### config.mk
export PLATFORM = sky130hd
export DESIGN_NAME = gpio_in
export DESIGN_NICKNAME = d
export VERILOG_FILES = /design/src/rtl/gpio_in_pkg.sv /design/src/rtl/gpio_in_debounce.sv /design/src/rtl/gpio_in.sv
export SDC_FILE = /design/constraint.sdc
export NUM_CORES = 1
export LEC_CHECK = 0
export ABC_AREA = 0
export CORE_MARGIN = 2
export CORE_UTILIZATION = 36
export CTS_CLUSTER_DIAMETER = 150
export DETAILED_ROUTE_END_ITERATION = 10
export GPL_TIMING_DRIVEN = 0
export PLACE_DENSITY = 0.87
export REMOVE_ABC_BUFFERS = 1
export SYNTH_ARGS = -nofsm -noshare
export SYNTH_HDL_FRONTEND = slang
export SYNTH_SLANG_ARGS = --single-unit
### constraint.sdc
create_clock -name CLK -period 2.7 [get_ports CLK]
set_input_delay 0.405 -clock CLK [delete_from_list [all_inputs] [get_ports CLK]]
set_output_delay 0.405 -clock CLK [all_outputs]
set_load 0.005 [all_outputs]
### src/rtl/gpio_in_pkg.sv
// rtl/gpio_in_pkg.sv - shared constants, register map and helpers for gpio_in
//
// Purpose: bus width, load-type encoding, default base address, the register
// offsets of the 16-byte window and a small rising-edge popcount helper.
// Ports: none (package).

package gpio_in_pkg;

    localparam int WORDSIZE = 32;

    // Load-type code meaning "this cycle is not a load".
    localparam logic [2:0] NO_LOAD = 3'd0;

    // Default base address of the register window.
    localparam logic [31:0] GPIOIN_BASE = 32'h0000_0F00;

    // Register index = addr[3:2].
    typedef enum logic [1:0] {
        GPIOIN_DATA = 2'd0,
        GPIOIN_RISE = 2'd1,
        GPIOIN_FALL = 2'd2,
        GPIOIN_CNT  = 2'd3
    } gpioin_reg_e;

    function automatic logic [15:0] popcount4(input logic [3:0] v);
        popcount4 = 16'(v[0]) + 16'(v[1]) + 16'(v[2]) + 16'(v[3]);
    endfunction

endpackage

### src/rtl/gpio_in_debounce.sv
// rtl/gpio_in_debounce.sv - per-pin synchronizer and debouncer
//
// Purpose: two-flop synchronizer (s1 -> s2) followed by a debounced level.
// Configuration macro GPIO_IN_DEBOUNCE_EN:
//   defined   - deb follows s2 only after DEB_CYCLES consecutive differing cycles
//   undefined - deb follows s2 every cycle, no counter flops
// Ports:
//   CLK        in  core clock
//   reset      in  asynchronous active-low reset
//   i_pin      in  raw pin, asynchronous to CLK
//   o_deb      out registered debounced level
//   o_deb_next out value o_deb takes at the next edge (lets the parent
//                  flag edges at the same edge the level changes)

module gpio_in_debounce #(
    parameter logic [15:0] DEB_CYCLES = 16'd50000
) (
    input  logic CLK,
    input  logic reset,
    input  logic i_pin,
    output logic o_deb,
    output logic o_deb_next
);

    logic r_s1;
    logic r_s2;
    logic r_deb;
    logic w_deb_next;

    always_ff @(posedge CLK or negedge reset) begin
        if (!reset) begin
            r_s1  <= 1'b0;
            r_s2  <= 1'b0;
            r_deb <= 1'b0;
        end else begin
            r_s1  <= i_pin;
            r_s2  <= r_s1;
            r_deb <= w_deb_next;
        end
    end

`ifdef GPIO_IN_DEBOUNCE_EN
    logic [15:0] r_cnt;
    logic [15:0] w_cnt_next;

    // cnt counts consecutive cycles in which s2 disagrees with deb; any
    // agreement (a glitch ending) restarts it from zero.
    always_comb begin
        w_cnt_next = r_cnt;
        w_deb_next = r_deb;
        if (r_s2 == r_deb) begin
            w_cnt_next = 16'd0;
        end else if (r_cnt == DEB_CYCLES - 16'd1) begin
            w_deb_next = r_s2;
            w_cnt_next = 16'd0;
        end else begin
            w_cnt_next = r_cnt + 16'd1;
        end
    end

    always_ff @(posedge CLK or negedge reset) begin
        if (!reset) begin
            r_cnt <= 16'd0;
        end else begin
            r_cnt <= w_cnt_next;
        end
    end
`else
    // DEB_CYCLES has no meaning without the counter.
    logic w_unused_deb_cycles;
    assign w_unused_deb_cycles = ^DEB_CYCLES;

    always_comb begin
        w_deb_next = r_s2;
    end
`endif

    assign o_deb      = r_deb;
    assign o_deb_next = w_deb_next;

endmodule

### src/rtl/gpio_in.sv
// rtl/gpio_in.sv - memory-mapped 4-bit debounced input port with edge flags
//
// Purpose: debounces four pins, keeps sticky RISE/FALL flags (W1C) and a
// 16-bit rising-edge counter, and serves single-cycle loads/stores.
// Configuration macro GPIO_IN_DEBOUNCE_EN (see gpio_in_debounce).
// Ports:
//   CLK      in  core clock
//   reset    in  asynchronous active-low reset
//   in_ja2   in  [3:0] raw pins
//   addr     in  [31:0] byte address
//   wdata    in  [31:0] store data
//   memwrite in  store strobe
//   loadops  in  [2:0] load type, NO_LOAD = no read
//   hit      out address falls in the 16-byte window
//   rdata    out [31:0] combinational read data
//   irq      out any RISE or FALL flag set

module gpio_in
    import gpio_in_pkg::*;
#(
    parameter logic [31:0] BASE_ADDR  = GPIOIN_BASE,
    parameter logic [15:0] DEB_CYCLES = 16'd50000
) (
    input  logic                CLK,
    input  logic                reset,
    input  logic [3:0]          in_ja2,
    input  logic [WORDSIZE-1:0] addr,
    input  logic [WORDSIZE-1:0] wdata,
    input  logic                memwrite,
    input  logic [2:0]          loadops,
    output logic                hit,
    output logic [WORDSIZE-1:0] rdata,
    output logic                irq
);

    logic [3:0]  w_deb;
    logic [3:0]  w_deb_next;
    logic [3:0]  w_rise;
    logic [3:0]  w_fall;
    logic        w_we;
    gpioin_reg_e w_sel;
    logic [3:0]  r_rise;
    logic [3:0]  r_fall;
    logic [15:0] r_cnt;

    // Byte lanes and upper store bits are not stored anywhere.
    logic w_unused_bus;
    assign w_unused_bus = ^{addr[1:0], wdata[31:16]};

    genvar gi;
    generate
        for (gi = 0; gi < 4; gi++) begin : g_pin
            gpio_in_debounce #(
                .DEB_CYCLES (DEB_CYCLES)
            ) u_debounce (
                .CLK        (CLK),
                .reset      (reset),
                .i_pin      (in_ja2[gi]),
                .o_deb      (w_deb[gi]),
                .o_deb_next (w_deb_next[gi])
            );
        end
    endgenerate

    assign hit    = (addr[31:4] == BASE_ADDR[31:4]);
    assign w_sel  = gpioin_reg_e'(addr[3:2]);
    assign w_we   = hit && memwrite;
    assign w_rise = w_deb_next & ~w_deb;
    assign w_fall = ~w_deb_next & w_deb;

    // Clear is applied before set so a same-cycle edge keeps its flag; a CNT
    // store replaces the value outright and drops that cycle's increments.
    always_ff @(posedge CLK or negedge reset) begin
        if (!reset) begin
            r_rise <= 4'd0;
            r_fall <= 4'd0;
            r_cnt  <= 16'd0;
        end else begin
            if (w_we && w_sel == GPIOIN_RISE) begin
                r_rise <= (r_rise & ~wdata[3:0]) | w_rise;
            end else begin
                r_rise <= r_rise | w_rise;
            end
            if (w_we && w_sel == GPIOIN_FALL) begin
                r_fall <= (r_fall & ~wdata[3:0]) | w_fall;
            end else begin
                r_fall <= r_fall | w_fall;
            end
            if (w_we && w_sel == GPIOIN_CNT) begin
                r_cnt <= wdata[15:0];
            end else begin
                r_cnt <= r_cnt + popcount4(w_rise);
            end
        end
    end

    always_comb begin
        rdata = '0;
        if (hit && loadops != NO_LOAD) begin
            case (w_sel)
                GPIOIN_DATA: rdata = {28'd0, w_deb};
                GPIOIN_RISE: rdata = {28'd0, r_rise};
                GPIOIN_FALL: rdata = {28'd0, r_fall};
                GPIOIN_CNT:  rdata = {16'd0, r_cnt};
                default:     rdata = '0;
            endcase
        end
    end

    assign irq = |{r_rise, r_fall};

endmodule
## After elaboration in Yosys (flattened, before gate mapping)

Cells that the tools add are included.

- Eq/ne operators: 4
- $add $sub $neg: 4
- Multiplexer cells: 5
- Bitwise logic cells: 11
- Reductions and logical operators: 8

Operators by type and width:

| cell | count |
|---|---|
| $pmux 32 s4 | 1 |
| $mux 32 | 1 |
| $eq 28x8->1 const B | 1 |
| $add 16x4->16 | 1 |
| $and 4x4->4 | 4 |
| $mux 16 | 1 |
| $or 4x4->4 | 4 |
| $not 4->4 | 3 |
| $mux 4 | 2 |
| $reduce_or 8->1 | 1 |
| $logic_and 1x1->1 | 5 |
| $add 3x1->4 | 1 |
| $eq 2x2->1 const B | 2 |
| $add 2x1->3 | 1 |
| $reduce_bool 3->1 | 1 |
| $add 1x1->2 | 1 |
| $eq 2x1->1 const B | 1 |
| $logic_not 2->1 | 1 |

- Register bits after elaboration: 36
- Output and inout bits: 34
- Input port bits: 74
- Logic and storage cells: 47

## Longest topological paths before layout

- Depth after elaboration: 7
- Depth in mapped cells: 10
- Depth with buffers taken out: 10

## Modules after synthesis

From an unflattened synthesis, not the netlist that was laid out.

- Cell total of the unflattened synthesis: 204
- Area total of the unflattened synthesis: 2055.7 um^2

Modules (own cells, without submodules):

| module | cells an instance | area an instance (um^2) | sequential area each (um^2) | instances |
|---|---|---|---|---|
| gpio_in | 192 | 1755.4 | 600.6 | 1 |
| gpio_in_debounce | 3 | 75.1 | 75.1 | 4 |

## Least setup slack after synthesis

Ideal clock, no wire load.

- Kind: register to register
- From: register g_pin[1].u_debounce.r_deb
- To: register r_cnt[12]
- Cell stages (with the launch flop): 11
- Period minus slack after synthesis: 2.559 ns
- Path buffers: 0
- Library setup time: 0.077 ns
- Setup slack: 0.141 ns
- Arrival time: 2.482 ns
- Data required time: 2.623 ns
- Cell sequence: dfrtp_1 nand2b_1 fa_1 fa_1 inv_1 fa_1 nand4_1 nor3_1 nand3_1 xor2_1 a21oi_1

- Word-level cells in the longest chain between the ends: 7

Ends and longest elaborated chain:

| item | RTL line | RTL |
|---|---|---|
| from (decl) | gpio_in_debounce.sv:27 | `logic r_deb;` |
| from (signal assigned) | gpio_in_debounce.sv:38 | `r_deb <= w_deb_next;` |
| $not 4->4 | gpio_in.sv:68 | `assign w_rise = w_deb_next & ~w_deb;` |
| $and 4x4->4 | gpio_in.sv:68 |  |
| $add 1x1->2 | gpio_in_pkg.sv:26 | `popcount4 = 16'(v[0]) + 16'(v[1]) + 16'(v[2]) + 16'(v[3]);` |
| $add 2x1->3 | gpio_in_pkg.sv:26 |  |
| $add 3x1->4 | gpio_in_pkg.sv:26 |  |
| $add 16x4->16 | gpio_in.sv:92 | `r_cnt <= r_cnt + popcount4(w_rise);` |
| $mux 16 | gpio_in.sv:89 | `if (w_we && w_sel == GPIOIN_CNT) begin` |
| to (signal assigned) | gpio_in.sv:90 | `r_cnt <= wdata[15:0];` |
| to (signal assigned) | gpio_in.sv:92 |  |
| to (decl) | gpio_in.sv:44 | `logic [15:0] r_cnt;` |

No other way between the ends.

## Worst setup path after layout

- From: register g_pin[0].u_debounce.r_deb
- To: register r_cnt[12]

- Word-level cells in the longest chain between the ends: 7

Ends and longest elaborated chain:

| item | RTL line |
|---|---|
| from (decl) | gpio_in_debounce.sv:27 |
| from (signal assigned) | gpio_in_debounce.sv:38 |
| $not 4->4 | gpio_in.sv:68 |
| $and 4x4->4 | gpio_in.sv:68 |
| $add 1x1->2 | gpio_in_pkg.sv:26 |
| $add 2x1->3 | gpio_in_pkg.sv:26 |
| $add 3x1->4 | gpio_in_pkg.sv:26 |
| $add 16x4->16 | gpio_in.sv:92 |
| $mux 16 | gpio_in.sv:89 |

No other way between the ends.

==> results.md <==
* Syn avg cell area at roughly 10 um^2
* Htree depth at 2
* GP Congestion at approximately 0.87
* Sequential-to-total area share from yosys stat at approximately 44%
* Number of flops mapped to enable cells by yosys at 0
* Synth cell types at 35
* Clk_lat worst skew at around 0.29 ns
* Number of diodes at 0
* Max cap viols at 0
* Pwr Total at 1790 uW
* RSZ-0062 raised after global routing: yes
* Slew @ Worst Pin at 0.816 ns
* First-pass GRT wire length at slightly above 8000 um
* Mux share of post-synthesis cell area at 4.98%
* Final core utilization at between 50% and 60%
* Arrival time at the worst endpoint at between 2 and 3 ns
* Final period utilization at between 90% and 100%
* Final Non-Filler Cells at between 300 and 400
* Sink Count at 36
* Initial Util at roughly 37%
* Clk_skew at 0.0107 ns
* IO Count at between 100 and 150
* Vias in the first global route at 1801
* Adder-Cell Fraction of Synth Area at under 10%
* Via count at 1787
* Final ANT Viol Nets at 0
* Largest net degree at the start of global routing at 37
* Layout cells sized above 1 at a little over a fifth
* Static leakage at 0.00132 uW
* CP Capture Type: flop
* Site Rows at 27
* Pre-antenna DRT Iters at 4
* Root Buffer: clkbuf_8
* Final Hold Viols at 0
* CTS tree: yes
* Final Max Slew Viols at 0
* Post-synthesis register bit count at 36
* Area fraction in compound gates after synthesis at 7.81%
* Worst slew margin at 45.6%
* Maximum fanout along the worst path at 3
* Post-synthesis simple-gate area fraction at 23.5%
* Port Buf Inserts at 73
* Chip height at between 70 and 80 um
* Status: complete, no violations
* Setup CP Type: flop to flop
* Core ar. at between 5000 and 6000 um^2
* Vias per cell at about 5.0
* Fill cell count at about 480
* Setup slack, reg-to-reg at approximately 0.082 ns
* Die area at ~6300 um^2
* Worst vdd ir at between 0.2 and 0.3 mV
* WL/cell at ~14 um
* CTS Buf Count at 5
* Final critical-path required period at roughly 2.6 ns
* Synth warnings at 0
* Clk pin slew, worst setup/hold paths at ~0.08 ns
* GRT overflow at 0
* Nets at around 370
* Synth Area in XOR/XNOR at 6.02%
* Placed cells at 341
* Startpoint types: flop
* Tot GR Track Use at between 10% and 20%
* Hold/Removal Path Class: input port to asynchronous set/reset pin
* Final hold slack at slightly above 0.2 ns
* Asr flop ratio synth at between 90% and 100%
* Antenna violations before repair at 0
* Hold buffer count at CTS at 0
* DRC violations left at 0
* Chip Width at 79.2 um
* Critical Path RT at between 2 and 3 ns
* Power per cell area at slightly below 600 nW/um^2
* Most frequent cells in the layout: dfrtp_1 (36), clkdlybuf4s50_1 (31), dlygate4sd2_1 (24)
* Post-Route WL at ~5000 um
* Most common cell after layout, fill and taps aside: dfrtp_1
* Area delta synth->final at 50.0%
* Post-Syn Instances at a little over 200
* Final HPWL DP at roughly 3600 um
* Final setup vio count at 0
* Top FF cell, synth: dfrtp_1
* Largest family of logic cells by synthesized area: simple AND/OR/NAND/NOR gates
* Drt initial violations at about 100
* FMAX at 0.382 GHz
* Post-Syn Area at between 2000 and 2500 um^2
* CTS Buffer Depth at 2
-- state kept, by name (all words and copies together), names as in the netlist --
| name | flops |
|---|---|
| g_pin.u_debounce.o_deb_next | 4 |
| r_rise | 4 |
| g_pin.u_debounce.o_deb | 4 |
| r_fall | 4 |
| g_pin.u_debounce.r_s1 | 4 |
| r_cnt | 16 |
-- routing by layer --
| layer | share of wire, % | vias up | track usage (%) | wire [um] |
|---|---|---|---|---|
| met5 | 0 | - | 0 | 0 |
| met4 | 1.7 | 0 | 6.03 | 88 |
| met3 | 7.8 | 8 | 4.55 | 397 |
| met2 | 49 | 81 | 28.2 | 2480 |
| met1 | 42 | 860 | 21.2 | 2120 |
| li1 | - | 838 | - | - |
-- power by group --
part	switching (uW)	internal [uW]	leakage, uW
sequential	144	664	0.000390
combinational	210	255	0.000865
clock	191	326	0.0000645
-- synthesized netlist by cell type (5+ instances only) --
master    instances  area [um^2]
a21oi_1          15         75.1
and2_1           10         62.6
buf_4            16          120
dfrtp_1          36          901
inv_1            10         37.5
nand2_1           6         22.5
nand2b_1          5         31.3
nand3_1           6         30.0
nor2_1           18         67.6
nor2b_1          13         81.3
nor4_1           11         68.8
xnor2_1           8         70.1
xor2_1            6         52.6
-- path summary, 6_finish.rpt --
check,start,to,cells after the start
setup / recovery,g_pin[0].u_debounce.o_deb,r_cnt[12],10
hold / removal,reset,g_pin[1].u_debounce.o_deb_next,1
setup reg to reg,g_pin[0].u_debounce.o_deb,r_cnt[12],10
max in group asynchronous,reset,r_cnt[5],1
min in group CLK,g_pin[1].u_debounce.r_s1,g_pin[1].u_debounce.o_deb_next,0
hold reg to reg,g_pin[1].u_debounce.r_s1,g_pin[1].u_debounce.o_deb_next,0
-- critical path: stages (launching register included) --
cell and delay, ns:
dfrtp_1 0.41, nand2b_4 0.16, fa_1 0.48, fa_2 0.36
inv_2 0.06, fa_2 0.21, nand4_1 0.18, nor3_2 0.24
nand3_1 0.12, xor2_1 0.16, a21oi_1 0.08
-- kinds of logic (layout without fill, tap and decap cells) --
family,count (synthesis),in the layout
buffers and inverters,32,103
flip-flops,36,36
multiplexers,5,5
AO/OA/AOI/OAI,26,26
adder cells (fa/ha/maj),4,4
AND/OR/NAND/NOR,85,85
other,1,16
XOR/XNOR,14,14
-- what timing repair did --
item	4_1_cts	5_1_grt
cloned	1	0
resized for setup	78	24
endpoints found under the setup margin	19	25
buffers inserted	10	3
pin swaps	12	11
-- cell type report --
| class | count | area [um^2] | share of cell area, % |
|---|---|---|---|
| multi-input combinational | 150 | 1100 | 36.0 |
| sequential | 36 | 901 | 29.5 |
| timing repair buffer | 85 | 797 | 26.1 |
| clock buffer | 7 | 96.3 | 3.15 |
| tap | 72 | 90.1 | 2.95 |
| inverter | 10 | 40.0 | 1.31 |
| clock inverter | 1 | 30.0 | 0.983 |
-- through the flow --
step,TNS [ns],worst slack [ns],cell area [um^2]
after global routing,-0.102,-0.0723,3050
after global placement,-8.91,-0.671,2750
final,0,0.0816,3050
after CTS,0,0.00162,3030
after floorplan,0,0.141,1930
after detailed placement,-9.30,-0.714,2750
Power figures use the tool's default switching activity.
==> RTL edit 1: new RTL, same flow settings <==
The package constant `NO_LOAD` goes from 3'd0 to 3'd1.
--- a/src/rtl/gpio_in_pkg.sv
+++ b/src/rtl/gpio_in_pkg.sv
@@ -11,3 +11,3 @@
     // Load-type code meaning "this cycle is not a load".
-    localparam logic [2:0] NO_LOAD = 3'd0;
+    localparam logic [2:0] NO_LOAD = 3'd1;
 
Behaviour: not the same (a bounded check fails within 4 cycles, from zero or initial values and one cycle with reset low).
==> RTL edit 1 against the unedited design <==
Sequential cell count unchanged; critical path type is now in -> out; power down 1.9%; routed wire length down 1.2%; cell area down 1.7%; area after synthesis up 0.12%; final cell count down 0.55%; combinational power up 4.3%; setup slack better by 0.0056 ns.
==> RTL edit 1: results (changes against the unedited design) <==
status=complete, no violations (unchanged); post-synthesis sequential area ratio=44.20% (was 44.25%); worst setup path end=rdata[8] (was r_cnt[12]); Final Instance Count excl. Fillers=359 (was 361); vias in the first global route=1,843 (was 1,801); Gate power share=27.6% (was 26.0%); DP Area=2751 sq um (was 2749 sq um); VDD IR max=0.0002336 V (was 0.0002504 V); grt met3 use=5.682% (was 4.545%); Post-CTS Setup Inserts=7 (was 10); Reg2Reg Launch Point=g_pin[3].u_debounce.o_deb (was g_pin[0].u_debounce.o_deb); met3 wire len=436 um (was 397 um); dpl ws=-0.6609 ns (was -0.7141 ns); post-CTS sizing=83 (was 78); total track usage=16.92% (was 16.94%); post-DR vias/cell=4.994 (was 4.950); Largest stage delay, worst path=0.44 ns (was 0.48 ns); Synth-to-Final Area Change=47.33% (was 50.03%); met1 Use GR=19.66% (was 21.15%); critical path arrival=2.21 ns (was 2.76 ns); clock group total power=0.458 mW (was 0.517 mW); hpwl dp=3.715 mm (was 3.550 mm); Metal-1 WL=1.958 mm (was 2.117 mm); Max-Slew Margin vs Limit=47.09% (was 45.57%); Distinct cells, synth=36 (was 35); slowest CP cell=or3_4 (was fa_1); met2 Use GR=29.15% (was 28.22%); CP top delay family=simple AND/OR/NAND/NOR gates (was adder cells); CP Max Fanout=5 (was 3); metal2 WL=2.530 mm (was 2.479 mm); hold_ws=0.2022 ns (was 0.2032 ns); leakage power=1.281 nW (was 1.319 nW); WL final=5.021 mm (was 5.083 mm); ranking of synthesized cells by area=dfrtp_1 (44%), buf_4 (5.9%), mux4_2 (4.4%) (unchanged); gpl congestion=0.8409 (was 0.8738); Crit. Startpoint=addr[26] (was g_pin[0].u_debounce.o_deb); switching portion of total power=31.43% (was 30.46%)
## RTL edit 1: changes by cell type in the layout (fill, tap and decap cells not counted), moves of 2 or more
cell	before	now
buf_2	3	7
buf_4	7	5
buf_6	5	7
clkbuf_2	7	1
clkbuf_8	7	5
clkdlybuf4s15_2	2	0
clkdlybuf4s50_1	31	33
dlygate4sd2_1	24	29
dlymetal6s2s_1	3	0
nor4_1	7	5
nor4_2	4	6
## RTL edit 1: kinds of logic after synthesis
logic type                 count (synthesis)  share of synthesized area (%)
and+or+nand+nor                           85                          23.63
DFF                                       36                          44.20
buffers and inverters                     32                          9.638
AOI/OAI and AO/OA                         26                          7.796
xor gates and xnor gates                  14                          6.016
muxes                                      5                          4.973
adders and majority gates                  4                          3.560
other                                      1                         0.1840
## RTL edit 1: cell type report
cell class | instances | share of cell area [%]
clock buffer | 6 | 2.417
clock inverter | 2 | 1.167
inverter | 10 | 1.333
multi-input combinational | 150 | 37.08
sequential | 36 | 30.00
tap | 72 | 3.000
timing repair buffer | 83 | 25.00
==> RTL edit 2: new RTL, config.mk and constraints unchanged <==
Without the edit above. Register the output `rdata`, with the module's reset; this adds one clock of latency there. The other outputs are not delayed to match. Comments in the files are not updated.
--- a/src/rtl/gpio_in.sv
+++ b/src/rtl/gpio_in.sv
@@ -34,2 +34,4 @@
 );
+
+    logic [WORDSIZE-1:0] rdata_d;
 
@@ -97,10 +99,10 @@
     always_comb begin
-        rdata = '0;
+        rdata_d = '0;
         if (hit && loadops != NO_LOAD) begin
             case (w_sel)
-                GPIOIN_DATA: rdata = {28'd0, w_deb};
-                GPIOIN_RISE: rdata = {28'd0, r_rise};
-                GPIOIN_FALL: rdata = {28'd0, r_fall};
-                GPIOIN_CNT:  rdata = {16'd0, r_cnt};
-                default:     rdata = '0;
+                GPIOIN_DATA: rdata_d = {28'd0, w_deb};
+                GPIOIN_RISE: rdata_d = {28'd0, r_rise};
+                GPIOIN_FALL: rdata_d = {28'd0, r_fall};
+                GPIOIN_CNT:  rdata_d = {16'd0, r_cnt};
+                default:     rdata_d = '0;
             endcase
@@ -111,2 +113,10 @@
 
+    always_ff @(posedge CLK or negedge reset) begin
+        if (!reset) begin
+            rdata <= '0;
+        end else begin
+            rdata <= rdata_d;
+        end
+    end
+
 endmodule
Behaviour: not the same (a bounded check fails within 4 cycles, from zero or initial values and one cycle with reset low).
==> RTL edit 2 against the unedited design <==
The run now ends with negative setup slack left; count of clock-buffer cells in the layout down 1; cell area up 19%; setup slack worse by 0.12 ns; sequential share of layout area rose by 6.3 points; area after synthesis is 28% higher; routed wire length up 21%; power up 5.9%; worst hold slack better by 0.15 ns; sequential cell count grew 16; non-clock buffer count shrank 1; critical path type unchanged; critical endpoint unchanged.
==> RTL edit 2: results (changes against the unedited design) <==
critical path arrival=2.93 ns (was 2.76 ns); buffering overhead=22.95% (was 26.10%); dpl ws=-0.4950 ns (was -0.7141 ns); VDD IR max=0.0002086 V (was 0.0002504 V); worst-margin pin slew=0.7157 ns (was 0.8165 ns); fillers=561 (was 482); total sequential power=0.945 mW (was 0.808 mW); gpl congestion=0.8129 (was 0.8738); later-pin clock latency in the skew report=0.31 ns (was 0.29 ns); fin worst setup slack=-0.03726 ns (was 0.08159 ns); met3 wire len=604 um (was 397 um); status=finished with violations (was complete, no violations); global-route wire length before repair=8.914 mm (was 8.224 mm); Fin Clk Skew=0.006356 ns (was 0.01067 ns); Psw=0.5188 mW (was 0.5453 mW); final setup vio count=2 (was 0); initial drt markers=114 (was 102); violated checks=negative setup slack; largest net degree at the start of global routing=42 (was 37); post-DR vias/cell=4.848 (was 4.950); vias in the first global route=1,902 (was 1,801); met2 Use GR=27.61% (was 28.22%); Distinct cells, synth=49 (was 35); share of layout cells above drive strength 1=18.12% (was 21.11%); Die Wd=88.92 um (was 79.20 um); top cells by count, synth=dfrtp_1 (52), buf_4 (16), and2_1 (12), inv_1 (12) (was dfrtp_1 (36), nor2_1 (18), buf_4 (16))
RTL edit 2: kinds of logic after synthesis:
logic type / count (synthesis) / share of synthesized area (%)
xor+xnor: 13 / 4.386
fa+ha+maj: 4 / 2.795
mux: 19 / 11.23
flops: 52 / 50.12
simple gates: 72 / 17.98
buf+inv: 34 / 8.193
other cells: 1 / 0.1444
compound gates: 18 / 5.157
RTL edit 2: what timing repair did:
item / CTS / global route
gates resized for setup: 12 / 9
pin swaps: 7 / 7
setup endpoints to repair: 15 / 23
buffers inserted: 6 / 3
hold buffers: 1 / 0
endpoints found under the hold margin: 11 / 0
RTL edit 2: metrics by stage:
stage	utilization [%]	hold WS, ns	total power [mW]	std cells	TNS [ns]
floorplan	-	0.1094	1.148	206	0
finish	52.93	0.3543	1.895	394	-0.05058
global route	52.93	0.3608	1.987	394	-0.3918
global placement	48.56	0.3321	1.296	375	-22.00
detailed placement	48.78	0.3072	1.318	376	-10.48
CTS	52.20	0.3571	1.872	391	-0.005005
